File: src/rtl/sar_conv_sequencer.sv
// SAR ADC conversion sequencer: sample phase, NUM_BITS-step binary search, single-entry result register.
// Optional overrun detection is compiled in with `define SAR_SEQ_OVERRUN_EN; otherwise overrun is tied low.
//   state   | meaning
//   IDLE    | waiting for sample_sig
//   SAMPLE  | track phase, sample_hold high
//   CONVERT | binary search, dac_code = sar
module sar_conv_sequencer #(
    parameter int NUM_BITS = 4
) (
    input  logic                clk,
    input  logic                rst,
    input  logic                sample_sig,
    input  logic                cmp_out,
    output logic                sample_hold,
    output logic [NUM_BITS-1:0] dac_code,
    output logic                busy,
    output logic [NUM_BITS-1:0] data_out,
    output logic                data_valid,
    input  logic                data_ready,
    output logic                overrun,
    input  logic                ovr_clr
);
    localparam int IDX_W = (NUM_BITS > 2) ? $clog2(NUM_BITS) : 1;

    typedef enum logic [1:0] {IDLE, SAMPLE, CONVERT} state_t;

    state_t              state;
    logic [IDX_W-1:0]    idx;
    logic [NUM_BITS-1:0] sar;
    logic [NUM_BITS-1:0] trial;
    logic                load;
    logic                handshake;

    // sar is held at zero outside CONVERT so it can drive the DAC directly
    assign dac_code    = sar;
    assign sample_hold = (state == SAMPLE);
    assign busy        = (state != IDLE);
    assign load        = (state == CONVERT) && (idx == '0);
    assign handshake   = data_valid && data_ready;

    always_comb begin
        trial = sar;
        if (!cmp_out)
            trial[idx] = 1'b0;
        if (idx != '0)
            trial[idx - IDX_W'(1)] = 1'b1;
    end

    always_ff @(posedge clk) begin
        if (rst) begin
            state      <= IDLE;
            idx        <= '0;
            sar        <= '0;
            data_out   <= '0;
            data_valid <= 1'b0;
        end else begin
            case (state)
                IDLE: begin
                    if (sample_sig)
                        state <= SAMPLE;
                end
                SAMPLE: begin
                    state <= CONVERT;
                    sar   <= {1'b1, {(NUM_BITS-1){1'b0}}};
                    idx   <= IDX_W'(NUM_BITS-1);
                end
                CONVERT: begin
                    if (idx != '0) begin
                        sar <= trial;
                        idx <= idx - IDX_W'(1);
                    end else begin
                        // final bit: a start here chains straight into the next sample phase
                        sar        <= '0;
                        data_out   <= trial;
                        data_valid <= 1'b1;
                        state      <= sample_sig ? SAMPLE : IDLE;
                    end
                end
                default: state <= IDLE;
            endcase
            if (handshake && !load)
                data_valid <= 1'b0;
        end
    end

`ifdef SAR_SEQ_OVERRUN_EN
    logic missed;
    logic clobber;

    assign missed  = sample_sig && ((state == SAMPLE) || ((state == CONVERT) && (idx != '0)));
    assign clobber = load && data_valid && !data_ready;

    always_ff @(posedge clk) begin
        if (rst)
            overrun <= 1'b0;
        else if (missed || clobber)
            overrun <= 1'b1;
        else if (ovr_clr)
            overrun <= 1'b0;
    end
`else
    logic unused_ovr_clr;

    assign unused_ovr_clr = ovr_clr;
    assign overrun        = 1'b0;
`endif

endmodule

File: config.mk
export PLATFORM = sky130hd
export DESIGN_NAME = sar_conv_sequencer
export DESIGN_NICKNAME = d
export VERILOG_FILES = /design/src/rtl/sar_conv_sequencer.sv
export SDC_FILE = /design/constraint.sdc
export NUM_CORES = 1
export LEC_CHECK = 0
export BUFFER_PORTS_ARGS = -buffer_cell sky130_fd_sc_hd__buf_2
export CAP_MARGIN = 20
export CORE_UTILIZATION = 50
export DETAILED_ROUTE_END_ITERATION = 8
export GPL_ROUTABILITY_DRIVEN = 0
export PLACE_DENSITY_LB_ADDON = 0.12
export SKIP_LAST_GASP = 1
export SYNTH_ARGS = -nofsm -noshare
export SYNTH_HDL_FRONTEND = slang
export SYNTH_SLANG_ARGS = --single-unit
export TNS_END_PERCENT = 50
File: constraint.sdc
create_clock -name clk -period 1.8 [get_ports clk]
set_input_delay 0.36 -clock clk [delete_from_list [all_inputs] [get_ports clk]]
set_output_delay 0.36 -clock clk [all_outputs]
set_load 0.05 [all_outputs]
# ---- Word-level counts from Yosys, hierarchy flattened
# Index checks and enable logic that the tools add are counted.
dict set report totals {
  reg_bits 13
  latch_bits 0
  mem_bits_rw 0
  rom_bits 0
  inputBits 6
  output_inout_bits 12
  n_memories 0
}
dict set report classes {
  add_sub_neg 1
  multipliers 0
  n_div 0
  n_lt_le_gt_ge 4
  eq_ne 5
  shift 0
  n_mux 14
  n_bitwise 4
  reduce_logical 15
}
# cell count
set op_table {}
lappend op_table {{two-way mux 4 bit} 3}
lappend op_table {{one-hot mux 4 bit (2 select lines)} 1}
lappend op_table {{less-than comparator 2 x 3 -> 1 bit (second input constant)} 2}
lappend op_table {{two-way mux 2 bit} 3}
lappend op_table {{one-hot mux 2 bit (3 select lines)} 1}
lappend op_table {{AND reduction 2 bit} 3}
lappend op_table {{nonzero test 2 bit} 3}
lappend op_table {{logical AND 1 bit} 5}
lappend op_table {{AND 4 bit} 1}
lappend op_table {{demux 1 bit (select 2 bit)} 2}
lappend op_table {{>= comparator 2 x 1 -> 1 bit (second input constant)} 2}
lappend op_table {{logical NOT 2 bit} 2}
lappend op_table {{!= test 2 bit (second input constant)} 2}
lappend op_table {{NOT 4 bit} 1}
lappend op_table {{OR 4 bit} 1}
lappend op_table {{one-hot mux 2 bit (2 select lines)} 1}
lappend op_table {{two-way mux 1 bit} 3}
lappend op_table {{equality test 2 x 1 -> 1 bit (second input constant)} 1}
lappend op_table {{equality test 2 bit (second input constant)} 1}
lappend op_table {{!= test 2 x 1 -> 1 bit (second input constant)} 1}
lappend op_table {{OR reduction 2 bit} 1}
lappend op_table {{subtractor 2 x 1 -> 2 bit (second input constant)} 1}
lappend op_table {{logical NOT 1 bit} 1}
lappend op_table {{NOT 1 bit} 1}

# ---- Depth between registers and ports, before layout
# Gate-level depths: netlist of run 1.
dict set report logic_depth {
  depth_word 11
  depth_mapped 7
  ltp_nobuf 5
}

# ---- Least setup slack after synthesis of run 1
# Ideal clock, no wire load.
dict set report synth_path {
  kind {flip-flop to flip-flop}
  from {register state[0]}
  to {register sar[3] (netlist: dac_code[3])}
  setup_ns 0.070
  arrival_time_ns 1.355
  setup_slack_ns 0.375
  stages_incl_launch_ff 8
  path_buffers 2
  period_less_slack_ns 1.425
  path_cell_list {dfxtp_1 > inv_1 > ha_1 > buf_6 > and2_0 > buf_2 > o21bai_1 > a21oi_1}
}
dict set report synth_via {
  elab_chain_cells 2
}
# item line
set synth_rtl {}
lappend synth_rtl {{from (decl)} 27} ;# state_t state;
lappend synth_rtl {{from (signal assigned)} 76} ;# state <= sample_sig ? SAMPLE : IDLE;
lappend synth_rtl {{equality test 2 bit / equality test 2 x 1 -> 1 bit (equally long branches)} 57} ;# case (state)
lappend synth_rtl {{one-hot mux 4 bit (2 select lines) / nonzero test 2 bit (equally long branches)} -}
lappend synth_rtl {{to (signal assigned)} 64} ;# sar <= {1'b1, {(NUM_BITS-1){1'b0}}};
lappend synth_rtl {{to (signal assigned)} 69} ;# sar <= trial;
lappend synth_rtl {{to (decl)} 29} ;# logic [NUM_BITS-1:0] sar;
# Several ways; a longest one is shown, not always the timed one.
# A chain may end at the register's enable or synchronous reset.

# ---- Worst setup path in the final report of run 1
dict set report layout_path {
  from {register state[0]}
  to {output busy}
}
dict set report layout_via {
  elab_chain_cells 1
}
# item line
set layout_rtl {}
lappend layout_rtl {{nonzero test 2 bit} 37} ;# assign busy = (state != IDLE);
lappend layout_rtl {{to (decl)} 16} ;# output logic busy,
# No other way between the ends.

==> results of run 1 <==
## area by class of cell
type / instances / area share
clock buffer: 4 / 0.0318
sequential: 13 / 0.315
inverter: 6 / 0.0272
multi-input combinational: 61 / 0.495
timing repair buffer: 17 / 0.109
tap: 15 / 0.0227
## metal layers
layer | vias up | GRT usage | part of all wire
li1 | 320 | - | -
met1 | 273 | 0.256 | 0.51
met2 | 11 | 0.278 | 0.45
met3 | 4 | 0.0167 | 0.027
met4 | 0 | 0.0776 | 0.014
met5 | - | 0 | 0
## through the flow
step,setup WS (ps),std cells
CTS,177,116
floorplan,375,84
detailed placement,358,112
global placement,365,112
global route,108,116
finish,193,116
## cell families after synthesis
family | Yosys count | share of synthesized area
AND/OR/NAND/NOR | 28 | 0.230
adder cells (fa/ha/maj) | 8 | 0.139
flip-flops | 13 | 0.362
other | 1 | 0.00521
buffers and inverters | 10 | 0.0696
AO/OA/AOI/OAI | 24 | 0.195
## worst max-delay path by stage
| stage | cells after the start | from | slack, ps | end |
|---|---|---|---|---|
| 6_report | 4 | state[0] | 190 | busy |
| 5_1_grt | 4 | state[0] | 110 | busy |
| 4_1_cts | 4 | state[0] | 180 | busy |
| 3_5_place_dp | 5 | idx[1] | 360 | idx[1] |
| 3_3_place_gp | 5 | idx[1] | 360 | idx[1] |
| 2_1_floorplan | 7 | state[0] | 370 | dac_code[3] |
## power by group through the flow
stage	registers, mW	clock network, mW	logic, mW
after floorplan	0.363	0	0.137
after global placement	0.331	0	0.209
after detailed placement	0.332	0	0.212
after CTS	0.325	0.188	0.213
after global routing	0.328	0.195	0.236
final	0.325	0.184	0.213
## cells in the final DEF, fill, tap and decap left out, drive strengths merged
| cell | count |
|---|---|
| a211oi | 2 |
| a21oi | 13 |
| a311oi | 2 |
| a31oi | 1 |
| and2 | 2 |
| buf | 17 |
| clkbuf | 4 |
| conb | 1 |
| dfxtp | 13 |
| ha | 8 |
| inv | 6 |
| nand2 | 3 |
| nand2b | 4 |
| nand3 | 4 |
| nand4 | 1 |
| nor2 | 3 |
| nor2b | 9 |
| nor3 | 1 |
| o2111ai | 1 |
| o21ai | 4 |
| o21bai | 1 |
| or3b | 1 |
## worst reg2reg max path, delay by kind of cell (launching register included)
| kind | cells | cell delay [ps] |
|---|---|---|
| flops | 1 | 440 |
| compound gates | 2 | 370 |
| fa+ha+maj | 1 | 250 |
| simple gates | 1 | 230 |
| buf+inv | 1 | 110 |
## sequential cells by signal (all words and copies together) (netlist names)
| register | count |
|---|---|
| data_out | 4 |
| dac_code | 4 |
| state | 2 |
| data_valid | 1 |
| idx | 2 |
==> results_dict.tcl, run 1 <==
set metrics [dict create \
    seq_area_sq_um 260 \
    crit_buf_inv 3 \
    core_sq_um 1320 \
    crit_path_frequent_cell "inv_1" \
    p_comb_frac 0.296 \
    worstHoldStart "data_ready" \
    yosys.area.top_type_share 0.362 \
    nNetsFinal 116 \
    rrSetupSlack_ps 310 \
    final_hold_viol_count 0 \
    finalClockSkew_ps 1.70 \
    htree_num_levels 1 \
    critPathRequiredTime_ps 1440 \
    synth_top_cell_by_area "dfxtp_1" \
    drv_slew 0 \
    async_flop_share 0 \
    p_int_uw 462 \
    tritoncts "yes" \
    ys_warn_count 0 \
    yosys-top-cells-area "dfxtp_1, ha_1, a21oi_1" \
    fin_crit_sh 0.893 \
    hold_slack_ps 343 \
    peakVddDrop_uv 461 \
    start_kind "flop" \
    synth_fp_nets 98 \
    cap_violations 0 \
    port_buffers 15 \
    netSwitchingFraction 0.359 \
    worst_setup_path_end_kind "primary output" \
    post_cts_resized 0 \
    grt_first_pass_wirelength_mm 1.95 \
    rr_worst_depth 5 \
    vias 608 \
    fp.dieW_um 39.9 \
    antenna_found_initial 0 \
    whs_endpoint "data_valid" \
    die_h_um 39.9 \
    dpl.hpwl_um 960 \
    r2r_end "idx[1]" \
    final_cell_area_sq_um 827 \
    cts_sinks 13 \
    dpl_cell_area_sq_um 801 \
    post-cts-setup-buffers 0 \
    ys_seq_elements 13 \
    p_total_uw 722 \
    drc 0 \
    period_needed_ps 1610 \
    critPathKind "flop to primary output" \
    clkSlewWorstSetupHoldPaths_ps 80 \
    routed_wl_mm 1.33 \
    grt_overflow_total 0 \
    fmax_mhz 622 \
    initial_utilization 0.546 \
    hold_class "input port to flop" \
    routedWlPerCell_um 11.5 \
    cts_buffer_depth 2 \
    fillCellCount 122 \
    cts_made_buffers 3 \
    synthFlopType "dfxtp_1" \
    synth_area_sq_um 719 \
    multi_input_area_sq_um 409 \
    grt_max_degree 14 \
    num_rows 13 \
    die_area_sq_um 1590 \
    insertion_delay_ps 270 \
    cp.arrival_ps 1250 \
    drt_iter0_markers 8 \
    path_cells "inv_1, ha_1, inv_1, buf_2" \
    powerDensity_nw_per_um2 873 \
    syn_inst 84 \
    synth_seq_area_share 0.362 \
    first_global_vias 475 \
    antenna_cells 0 \
    avgViaCountPerCell 5.24 \
    p_switching_uw 259 \
    area_delta_synth_final_pct 15.0 \
    synth_area_per_cell_sq_um 8.56 \
    r2r_start "idx[1]" \
    antenna_left 0 \
    drt_first_pass_iters 2 \
    p_leak_nw 0.364 \
    seq_power_share 0.450 \
    fin_setup_tns_ps 0 \
    layout-drive-gt1-share 0.218 \
    root_buffer "clkbuf_4" \
    postLayoutCoreUtil 0.628 \
    gr-usage-all-layers 0.181 \
    pwr-share-clk 0.254 \
    hold_depth 3 \
    crit_slowest_cell "dfxtp_1" \
    path_delay_family "flip-flops" \
    outcome "complete, no violations" \
    cpPeakStageDelay_ps 380 \
    io_pins 18 \
    cp_max_fo 4 \
    setup_viol 0 \
    rsz0062_at_grt "no" \
    synth_edf_count 0 \
    synth.top_cells.by_count "a21oi_1, dfxtp_1, ha_1, nor2b_1, inv_1" \
    cts_hold_repair.buffers 0 \
    synthDistinctLibCells 26 \
]
Power figures use the tool's default switching activity.
==> run 2: changes to the inputs <==
--- a/config.mk
+++ b/config.mk
@@ -5,9 +5,10 @@
 export SDC_FILE = /design/constraint.sdc
 export NUM_CORES = 1
 export LEC_CHECK = 0
+export ABC_AREA = 1
 export BUFFER_PORTS_ARGS = -buffer_cell sky130_fd_sc_hd__buf_2
 export CAP_MARGIN = 20
-export CORE_UTILIZATION = 50
+export CORE_UTILIZATION = 49
 export DETAILED_ROUTE_END_ITERATION = 8
 export GPL_ROUTABILITY_DRIVEN = 0
 export PLACE_DENSITY_LB_ADDON = 0.12
==> results_dict.tcl, run 2 <==
set metrics [dict create \
    outcome "complete, no violations" \
    seq_power_share 0.298 \
    die_h_um 39.6 \
    multi_input_area_sq_um 369 \
    insertion_delay_ps 270 \
    port_buffers 15 \
    routed_wl_mm 1.26 \
    preCtsSetupSlack_ps 389 \
    drv_slew 0 \
    fp.dieW_um 39.6 \
    post-cts-setup-buffers 0 \
    syn_inst 95 \
    cts_hold_repair.buffers 0 \
    synthDistinctLibCells 16 \
    post_cts_resized 0 \
    die_area_sq_um 1570 \
    setup_viol 0 \
    yosys.area.top_type_share 0.376 \
    worst_setup_path_end_kind "primary output" \
    netSwitchingFraction 0.537 \
    fin_setup_tns_ps 0 \
    fin_cells 128 \
    grt_overflow_total 0 \
    synth_edf_count 0 \
    p_comb_frac 0.589 \
    synth_area_sq_um 692 \
    dpl.hpwl_um 981 \
    finalClockSkew_ps 3.71 \
    drt_iter0_markers 4 \
    mostFrequentLayoutCell "nand2_1" \
    layout-drive-gt1-share 0.195 \
    layout_common_cells "nand2_1, buf_2, inv_1, dfxtp_1, a21oi_1" \
    cp.arrival_ps 1270 \
    clkSlewWorstSetupHoldPaths_ps 80 \
    final_hold_viol_count 0 \
    drc 0 \
    fin_crit_sh 0.905 \
    pwr-share-clk 0.114 \
    rsz0062_at_grt "no" \
    period_needed_ps 1630 \
    synth_seq_area_share 0.376 \
    cts_sinks 13 \
    area_delta_synth_final_pct 16.3 \
    antenna_left 0 \
    grt_first_pass_wirelength_mm 2.09 \
    nNetsFinal 128 \
    yosysMostFrequentCell "nand2_1" \
    cts_made_buffers 3 \
    gr-usage-all-layers 0.207 \
    antenna_found_initial 0 \
    p_int_uw 735 \
    critPathKind "flop to primary output" \
    io_pins 18 \
    synth_area_per_cell_sq_um 7.28 \
    first_global_vias 507 \
    hold_class "input port to flop" \
    synth_fp_nets 109 \
    ys_warn_count 0 \
    initial_utilization 0.532 \
    cap_violations 0 \
    grt_max_degree 10 \
    avgViaCountPerCell 4.73 \
    cp_max_fo 3 \
    ys_seq_elements 13 \
    fin_ws_ps 170 \
    core_sq_um 1300 \
    peakVddDrop_uv 1090 \
    cts_buffer_depth 2 \
    fmax_mhz 614 \
    synthFlopType "dfxtp_1" \
    tritoncts "yes" \
    htree_num_levels 1 \
    p_switching_uw 852 \
    num_rows 13 \
    powerDensity_nw_per_um2 1970 \
    root_buffer "clkbuf_4" \
    antenna_cells 0 \
    vias 606 \
    async_flop_share 0 \
    drt_first_pass_iters 3 \
    synth.top_cells.by_count "nand2_1, dfxtp_1, inv_1, a21oi_1, ha_1" \
    yosys-top-cells-area "dfxtp_1, ha_1, nand2_1" \
    synth_top_cell_by_area "dfxtp_1" \
    routedWlPerCell_um 9.82 \
    p_leak_nw 0.424 \
    seq_area_sq_um 260 \
    fillCellCount 147 \
    placedCellCount 124 \
    critPathRequiredTime_ps 1440 \
    start_kind "flop" \
]
run 2: logic make-up after synthesis:
group,after synthesis,share of synthesized area
and+or+nand+nor,38,0.226
AOI/OAI and AO/OA,20,0.157
buffers and inverters,15,0.0904
DFF,13,0.376
adders and majority gates,8,0.145
other,1,0.00542
run 2: final cells by class:
cell class / instances / share of cell area
multi-input combinational: 67 / 0.459
tap: 15 / 0.0233
timing repair buffer: 15 / 0.0933
sequential: 13 / 0.323
clock buffer: 4 / 0.0327
inverter: 14 / 0.0684
run 2: critical path, stage by stage, from the launching register on:
cell	delay, ps
dfxtp_1	370
inv_1	80
ha_1	190
inv_1	90
buf_2	270
run 2: per-layer routing:
metal / up-vias / wire length, um / GRT usage
met5: - / 0 / 0
met4: 0 / 25 / 0.129
met3: 4 / 51 / 0.0511
met2: 13 / 525 / 0.303
met1: 252 / 655 / 0.265
li1: 337 / - / -
run 2: per-stage QoR:
step / power, mW / cell area (sq um) / util / hold slack, ps
floorplan: 1.24 / 692 / - / 429
global placement: 1.40 / 778 / 0.598 / 445
detailed placement: 1.42 / 778 / 0.598 / 446
CTS: 1.60 / 805 / 0.618 / 313
global route: 1.73 / 805 / 0.618 / 330
finish: 1.59 / 805 / 0.618 / 320
run 2: final timing paths:
path | startpoint | endpoint | slack [ps] | cells after the start
hold / removal | data_ready | data_valid | 320 | 4
hold reg to reg | data_valid | data_valid | 460 | 2
setup / recovery | state[0] | busy | 170 | 4
setup reg to reg | idx[0] | state[1] | 380 | 7
run 2: power groups by stage:
stage / Sequential, mW / Clock, mW / Combinational (mW)
after floorplan: 0.651 / 0 / 0.585
after detailed placement: 0.481 / 0 / 0.937
after CTS: 0.473 / 0.186 / 0.942
final: 0.473 / 0.180 / 0.934
after global placement: 0.474 / 0 / 0.927
after global routing: 0.488 / 0.205 / 1.04
==> run 3: changes to the inputs <==
--- a/config.mk
+++ b/config.mk
@@ -12,6 +12,7 @@
 export DETAILED_ROUTE_END_ITERATION = 8
 export GPL_ROUTABILITY_DRIVEN = 0
 export PLACE_DENSITY_LB_ADDON = 0.12
+export REMOVE_ABC_BUFFERS = 1
 export SKIP_LAST_GASP = 1
 export SYNTH_ARGS = -nofsm -noshare
 export SYNTH_HDL_FRONTEND = slang
==> results_dict.tcl, run 3 (synthesized netlist as in run 2, its figures left out) <==
set metrics [dict create \
    outcome "complete, no violations" \
    path_delay_family "buffers and inverters" \
    post_cts_resized 0 \
    nNetsFinal 128 \
    crit_slowest_cell "dfxtp_1" \
    cts_hold_repair.buffers 0 \
    r2r_start "idx[0]" \
    cap_violations 0 \
    initial_utilization 0.532 \
    drt_iter0_markers 23 \
    antenna_cells 0 \
    fillCellCount 134 \
    first_global_vias 489 \
    peakVddDrop_uv 1190 \
    antenna_left 0 \
    critPathRequiredTime_ps 1440 \
    core_sq_um 1300 \
    layout-drive-gt1-share 0.195 \
    insertion_delay_ps 270 \
    hold_class "input port to flop" \
    crit_path_frequent_cell "inv_1" \
    final_hold_viol_count 0 \
    setup_viol 0 \
    rrSetupSlack_ps 400 \
    avgViaCountPerCell 4.90 \
    drt_first_pass_iters 4 \
    routedWlPerCell_um 10.3 \
    finalClockSkew_ps 0.917 \
    cp.arrival_ps 1310 \
    p_leak_nw 0.424 \
    path_cells "inv_1, ha_1, inv_1, buf_2" \
    routed_wl_mm 1.32 \
    grt_max_degree 10 \
    powerDensity_nw_per_um2 1990 \
    fin_crit_sh 0.926 \
    fp.dieW_um 39.6 \
    clkSlewWorstSetupHoldPaths_ps 80 \
    antenna_found_initial 0 \
    post-cts-setup-buffers 0 \
    critPathKind "flop to primary output" \
    mostFrequentLayoutCell "nand2_1" \
    period_needed_ps 1670 \
    num_rows 13 \
    cts_sinks 13 \
    area_delta_synth_final_pct 16.3 \
    vias 627 \
    die_area_sq_um 1570 \
    drc 0 \
    htree_num_levels 1 \
    tritoncts "yes" \
    port_buffers 15 \
    whs_endpoint "data_valid" \
    fmax_mhz 600 \
    cts_made_buffers 3 \
    rr_worst_depth 7 \
    crit_buf_inv 3 \
    hold_depth 4 \
    worst_setup_path_end_kind "primary output" \
    rsz0062_at_grt "no" \
    fin_setup_tns_ps 0 \
    start_kind "flop" \
    r2r_end "idx[1]" \
    p_total_mw 1.60 \
    drv_slew 0 \
    cp.depth 4 \
    cts_buffer_depth 2 \
    worstHoldStart "data_ready" \
    grt_first_pass_wirelength_mm 2.03 \
    io_pins 18 \
    die_h_um 39.6 \
    root_buffer "clkbuf_4" \
    dpl.hpwl_um 947 \
    grt_overflow_total 0 \
    cpPeakStageDelay_ps 390 \
    gr-usage-all-layers 0.202 \
    layout_common_cells "nand2_1, buf_2, inv_1, dfxtp_1, a21oi_1" \
    cp_max_fo 3 \
]
run 3: cell counts in the layout (fill, tap and decap cells not counted):
Identical to the previous run, type by type.
run 3: through the flow:
| step | cells | worst slack, ps | cell area (sq um) | hold WS, ps | util |
|---|---|---|---|---|---|
| after floorplan | 94 | 433 | 684 | 429 | - |
| after global placement | 124 | 452 | 778 | 444 | 0.598 |
| after detailed placement | 124 | 419 | 778 | 461 | 0.598 |
| after CTS | 128 | 126 | 805 | 321 | 0.618 |
| after global routing | 128 | 23.4 | 805 | 330 | 0.618 |
| final | 128 | 132 | 805 | 322 | 0.618 |
run 3: worst max path at each step:
stage / start / endpoint / slack [ps]
floorplan: state[0] / state[1] / 430
global placement: idx[0] / state[0] / 450
detailed placement: idx[0] / state[1] / 420
CTS: state[0] / busy / 130
global route: state[0] / busy / 20
finish: state[0] / busy / 130
run 3: final cells by class:
| class | count | area, sq um | share of cell area |
|---|---|---|---|
| clock buffers | 4 | 26.3 | 0.0327 |
| inverters | 14 | 55.1 | 0.0684 |
| multi-input cells | 67 | 369 | 0.459 |
| flip-flops and latches | 13 | 260 | 0.323 |
| well taps | 15 | 18.8 | 0.0233 |
| repair buffers | 15 | 75.1 | 0.0933 |
run 3: power breakdown:
part / total, mW / leakage [nW] / internal, mW / switching (mW)
Sequential: 0.473 / 0.107 / 0.388 / 0.0853
Clock: 0.184 / 0.0150 / 0.0859 / 0.0982
Combinational: 0.945 / 0.303 / 0.260 / 0.685
run 3: worst register-to-register path, cell delays in order (launching register included):
cell	delay, ps
dfxtp_1	440
inv_1	130
ha_1	270
nand2_2	110
inv_4	70
nor2_4	120
o21ai_1	80
a21oi_1	120
run 3: per-layer routing:
metal,track usage,share of wire,up-vias
li1,-,-,339
met1,0.255,0.52,267
met2,0.299,0.40,17
met3,0.0682,0.059,4
met4,0.103,0.016,0
met5,0,0,-
